<file path="src/rtl/bus_master_if.sv">
// bus_master_if: per-core bus initiator that turns one core load/store into a granted bus access
module bus_master_if #(
  parameter int WIDTH = 8,
  parameter int CNTW  = 8
) (
  input  logic             clk,
  input  logic             reset,
  input  logic             cpu_req,
  input  logic [WIDTH-1:0] cpu_adr,
  input  logic [WIDTH-1:0] cpu_writedata,
  input  logic             cpu_memwrite,
  output logic [WIDTH-1:0] cpu_readdata,
  output logic             cpu_done,
  output logic             cpu_busy,
  output logic             request,
  input  logic             grant,
  output logic [WIDTH-1:0] adr,
  output logic [WIDTH-1:0] writedata,
  output logic             memwrite,
  input  logic [WIDTH-1:0] readdata,
  output logic [CNTW-1:0]  last_wait
);
  typedef enum logic [1:0] {IDLE, REQ, DONE} state_t;
  state_t           r_state, w_next;
  logic [WIDTH-1:0] r_adr, r_wd, r_rd;
  logic             r_we, r_request;
  logic [CNTW-1:0]  r_cnt, r_last;
  // state register; reset abandons any transaction in flight
  always_ff @(posedge clk or posedge reset)
    if (reset) r_state <= IDLE;
    else       r_state <= w_next;
  // next state plus state-decoded outputs; memwrite is gated so a stale grant in DONE cannot write twice
  always_comb begin
    w_next   = r_state == IDLE ? (cpu_req ? REQ : IDLE) :
               r_state == REQ  ? (grant ? DONE : REQ) : IDLE;
    memwrite = r_we && r_state == REQ;
    cpu_done = r_state == DONE;
    cpu_busy = r_state != IDLE;
  end
  // request latch, wait counting and read-data capture
  always_ff @(posedge clk or posedge reset)
    if (reset) begin
      r_adr     <= '0;
      r_wd      <= '0;
      r_we      <= 1'b0;
      r_rd      <= '0;
      r_cnt     <= '0;
      r_last    <= '0;
      r_request <= 1'b0;
    end else if (r_state == IDLE && cpu_req) begin
      r_adr     <= cpu_adr;
      r_wd      <= cpu_writedata;
      r_we      <= cpu_memwrite;
      r_cnt     <= '0;
      r_request <= 1'b1;
    end else if (r_state == REQ && grant) begin
      if (!r_we) r_rd <= readdata;
      r_last    <= r_cnt;
      r_request <= 1'b0;
    end else if (r_state == REQ) begin
      r_cnt     <= r_cnt != '1 ? r_cnt + 1'b1 : r_cnt;
    end
  assign adr          = r_adr;
  assign writedata    = r_wd;
  assign cpu_readdata = r_rd;
  assign request      = r_request;
  assign last_wait    = r_last;
endmodule

</file>
<file path="config.mk">
export PLATFORM = sky130hd
export DESIGN_NAME = bus_master_if
export DESIGN_NICKNAME = d
export VERILOG_FILES = /design/src/rtl/bus_master_if.sv
export SDC_FILE = /design/constraint.sdc
export NUM_CORES = 1
export LEC_CHECK = 0
export ABC_AREA = 1
export CORE_MARGIN = 3
export CORE_UTILIZATION = 45
export CTS_CLUSTER_SIZE = 10
export DETAILED_ROUTE_END_ITERATION = 8
export GPL_ROUTABILITY_DRIVEN = 0
export PLACE_DENSITY = 0.88
export SLEW_MARGIN = 10
export SYNTH_ARGS = -nofsm -noshare
export SYNTH_HDL_FRONTEND = slang
export SYNTH_SLANG_ARGS = --single-unit
</file>
<file path="constraint.sdc">
create_clock -name clk -period 1.8 [get_ports clk]
set_input_delay 0.36 -clock clk [delete_from_list [all_inputs] [get_ports clk]]
set_output_delay 0.36 -clock clk [all_outputs]
set_load 0.02 [all_outputs]
</file>
# == After elaboration in Yosys (flattened, before gate mapping) ==
# Index checks and enable logic that the tools add are counted.
# totals
register_bits,44
input_bits,29
out_inout_bits,36
elab_cells,36
# op_classes
n_addsub,1
eq_ne,4
muxes,10
bitwise_logic,2
reduce_logical,11
# ops
cell,n
$mux W8,4
$add A8 B1 Y8 const B,1
$ne A8 B8 Y1 const B,1
$reduce_bool A2 Y1,4
$mux W2,3
$reduce_and A3 Y1,2
$logic_and A1 B1 Y1,3
$mux W1,3
$eq A2 B1 Y1 const B,1
$eq A2 B2 Y1 const B,1
$logic_not A2 Y1,1
$ne A2 B2 Y1 const B,1
$not A1 Y1,2
$reduce_and A2 Y1,1

# == Depth between registers and ports, before layout ==
# Gate-level depths: netlist of the first run.
# depth
depth_word,5
mapped_depth,8

# == Worst setup path after synthesis of the first run ==
# No wires, ideal clock.
# synth_path
kind,register to register
from,register r_cnt[0]
to,register r_cnt[2]
arrival_time_ns,1.191
required_time_ns,1.682
slack_ns,0.491
path_stages_with_launch,9
n_path_buf,1
synth_period_minus_slack_ns,1.309
cell_sequence,dfrtp_1 ha_1 nand2_2 nor2_2 nand3_2 nand3_4 buf_12 nand2_1 o21ai_2
# synth_via
elab_chain_cells,5
# synth_rtl
element,line,rtl
"start, declared",27,"logic [CNTW-1:0] r_cnt, r_last;"
"start signal, assigned",61,r_cnt <= r_cnt != '1 ? r_cnt + 1'b1 : r_cnt;
$add A8 B1 Y8,61,
$mux W8,61,
$mux W8,60,end else if (r_state == REQ) begin
$mux W8,56,end else if (r_state == REQ && grant) begin
$mux W8,50,end else if (r_state == IDLE && cpu_req) begin
# Several ways; a longest one is shown, not always the timed one. The select of a mux whose other input is x is not followed.
# A chain may end at the register's enable or synchronous reset.

# == Final worst setup path of the first run ==
# layout_path
from,register r_state[1]
to,output port memwrite
# layout_via
elab_chain_cells,2
# layout_rtl
element,line,rtl
"start, declared",24,"state_t r_state, w_next;"
"start signal, assigned",31,else r_state <= w_next;
$eq A2 B1 Y1,36,memwrite = r_we && r_state == REQ;
$logic_and A1 B1 Y1,36,
"end, declared",19,"output logic memwrite,"
# No other way between the ends.

==> flow_summary_export.csv, run 1 <==
group,metric,value,unit
sta,worst_slack,119,ps
run,cap_violations,0,
logic_synthesis,synth_top_cell_by_area,"dfrtp_1",
logic_synthesis,async_flop_share,100,%
setup_path,start_kind,"register",
logic_synthesis,synth_edf_count,0,
sta,fin_crit,1680,ps
min_path,hold_path_class,"input port to async pin",
place,port_buffers,64,
sta,tightest_slew,284,ps
status,status,"completed",
drt,detail-route-antenna-nets,0,
global_routing,globalRouteOverflowTotal,0,
finish,multi_input_area,706,µm²
floorplanning,rows,23,
logic_synthesis,synthesis.area,1910,µm²
clocking,cts_buffers,5,
logic_synthesis,ys_types,20,
global_routing,grtUsageTotal,18.0,%
setup_path,crit_required,1440,ps
floorplanning,dieArea,5050,µm²
drt,wl,4170,µm
drt,viasPerCell,4.81,
finish,final_nets,320,
clocking,cts_sinks,44,
sta,fin_crit_sh,93.4,%
floorplanning,fp.dieH,71.1,µm
global_routing,grt_pass1_wl,7260,µm
sta,final_max_slew_viol_count,0,
setup_path,worst-path-buf-inv,2,
pwr,max-vdd-ir-drop,860,µV
clocking,ctsHoldBuffers,0,
clocking,cts.root.buffer_cell,"clkbuf_8",
logic_synthesis,syn_nets,250,
logic_synthesis,yosys_warnings,0,
place,hpwl,3140,µm
finish,final_area,2690,µm²
clocking,htreeDepth,2,
sta,hold_viol_final,0,
clocking,cts_buffer_depth,2,
sta,fmax,595,MHz
setup_path,critPathMaxFanout,4,
drt,dr.pass1.iters,4,
global_routing,antenna_found_initial,0,
finish,num_antenna_cells,0,
drt,wl_per_cell,12.3,µm
setup_path,max_stage_delay,400,ps
logic_synthesis,ys_seq_area_share,57.7,%
floorplanning,start_util,47.0,%
sta,worst_clock_skew,5.04,ps
global_routing,first_global_vias,1722,
floorplanning,pin_count,65,
setup_path,endpoint_kind,"output port",
logic_synthesis,synth_top_cells_by_count,"nand2_1, dfrtp_1, nand3_1",
clocking,clk_pin_slew_worst_paths,80,ps
setup_path,crit_chain,"inv_1, nand2_1, nor2_1, clkdlybuf4s15_1",
sta,fin_setup_tns,0,ps
logic_synthesis,netlist_instances,220,
finish,ff_latch_area,1100,µm²
pwr,power.density,1470,nW/µm²
sta,rsz0062_at_grt,"no",
drt,drc_errors,0,
setup_path,critPathLaunch,"r_state[1]",
logic_synthesis,synth_area_leaders,"dfrtp_1, nand2_1, nand3_1",
floorplanning,core-area,4060,µm²
finish,drive_above_1_share,11.0,%
sta,setup_viol,0,
global_routing,grt_max_degree,24,
logic_synthesis,synth_top_area_share,57.7,%
pwr,p_leak,1.31,nW
clocking,clock_latency,290,ps
setup_path,slowest_stage,"dfrtp_1",
clocking,cts_tree,"yes",
drt,initialDrtViolationCount,119,
floorplanning,die_w,71.1,µm
setup_path,crit_type,"register to output port",
finish,area_growth,40.9,%
place,dp_slack,142,ps
logic_synthesis,avgSynthCellArea,8.67,µm²
setup_path,cp_top_family,"flip-flops",
finish,fill_cells,329,
drt,vias,1635,
logic_synthesis,ys_ff_latch,44,
logic_synthesis,yosysMostFrequentCell,"nand2_1",
place,placed_area,2610,µm²
logic_synthesis,ys.flop_type,"dfrtp_1",
setup_path,r2r_start,"r_cnt[1]",
setup_path,crit_arrival,1320,ps
sta,relSlewSlack,81.1,%
-- layout make-up --
class	count	share of cell area, %
Clock inverter	1	0.186
Multi-Input combinational cell	155	26.3
Sequential cell	44	41.0
Inverter	14	1.96
Timing Repair Buffer	70	25.6
Tap cell	50	2.33
Clock buffer	6	2.70
-- where the power goes --
group / internal [mW] / switching (mW) / total (mW) / leakage [nW]
combinational: 0.820 / 1.01 / 1.83 / 0.709
sequential: 1.33 / 0.225 / 1.56 / 0.563
clock: 0.264 / 0.310 / 0.574 / 0.0410
-- path summary, 6_finish.rpt --
kind	endpoint	cells past startpoint	slack [ps]
hold / removal	cpu_readdata[2]	3	420
max in group asynchronous	r_cnt[5]	3	1150
setup / recovery	memwrite	4	120
min in group clk	cpu_readdata[4]	2	470
setup reg to reg	r_cnt[5]	8	340
hold reg to reg	cpu_readdata[4]	2	470
-- cells in the final DEF (no fill, tap or decap), types with 3 or more instances in the layout --
| master | netlist | final |
|---|---|---|
| dfrtp_1 | 44 | 44 |
| inv_1 | 11 | 10 |
| inv_2 | 3 | 3 |
| nand2_1 | 101 | 101 |
| buf_4 | 0 | 6 |
| clkdlybuf4s50_1 | 0 | 61 |
| clkbuf_8 | 0 | 5 |
| nand3_1 | 15 | 15 |
| nor2_1 | 8 | 8 |
| o21ai_1 | 9 | 9 |
| nand2_2 | 5 | 5 |
| o21ai_2 | 5 | 5 |
| o21ai_0 | 3 | 3 |
-- logic make-up (layout without fill, tap and decap cells) --
logic type | Yosys count | in the layout | share of synthesized area [%]
AOI/OAI and AO/OA | 17 | 17 | 5.45
adders and majority gates | 1 | 1 | 0.656
buffers and inverters | 21 | 91 | 5.25
DFF | 44 | 44 | 57.7
and+or+nand+nor | 137 | 137 | 30.9
-- flip-flops by register name (all words and copies together) (netlist names) --
register,count
adr,8
cpu_readdata,8
last_wait,8
r_cnt,8
writedata,8
r_state,2
r_we,1
request,1
-- layer usage --
metal / up-vias / routed length (µm) / track usage [%]
li1: 823 / - / -
met1: 760 / 1760 / 22.1
met2: 47 / 2050 / 30.0
met3: 5 / 295 / 5.40
met4: 0 / 57 / 6.89
met5: - / 0 / 0
-- repair_timing --
| action | CTS | global route |
|---|---|---|
| resized for setup | 2 | 2 |
| buffers inserted | 0 | 0 |
| gates cloned | 0 | 0 |
| endpoints found under the hold margin | 0 | 0 |
| setup endpoints to repair | 2 | 2 |
-- stage by stage --
| stage | utilization, % | std cells | hold WS [ps] | power (mW) |
|---|---|---|---|---|
| floorplan | - | 220 | 470 | 2.60 |
| global placement | 64.3 | 333 | 454 | 3.38 |
| detailed placement | 64.3 | 333 | 459 | 3.43 |
| CTS | 66.1 | 340 | 427 | 4.00 |
| global route | 66.2 | 340 | 437 | 4.23 |
| finish | 66.2 | 340 | 417 | 3.96 |
-- worst min-delay path: cells and delay by family --
| family | cells | cell delay [ps] |
|---|---|---|
| buf+inv | 3 | 740 |
(Power assumes the default switching activity.)
==> run 2: changes to the inputs <==
Settings changed: CAP_MARGIN set to 20.
==> results of run 2 <==
Same layout as run 1: the final DEF is identical, and so are final timing and power.
==> run 3: changes to the inputs <==
Settings changed: CAP_MARGIN 20 to 25, HOLD_SLACK_MARGIN set to 0.12.
==> results of run 3 <==
Same layout as run 1: the final DEF is identical, and so are final timing and power.
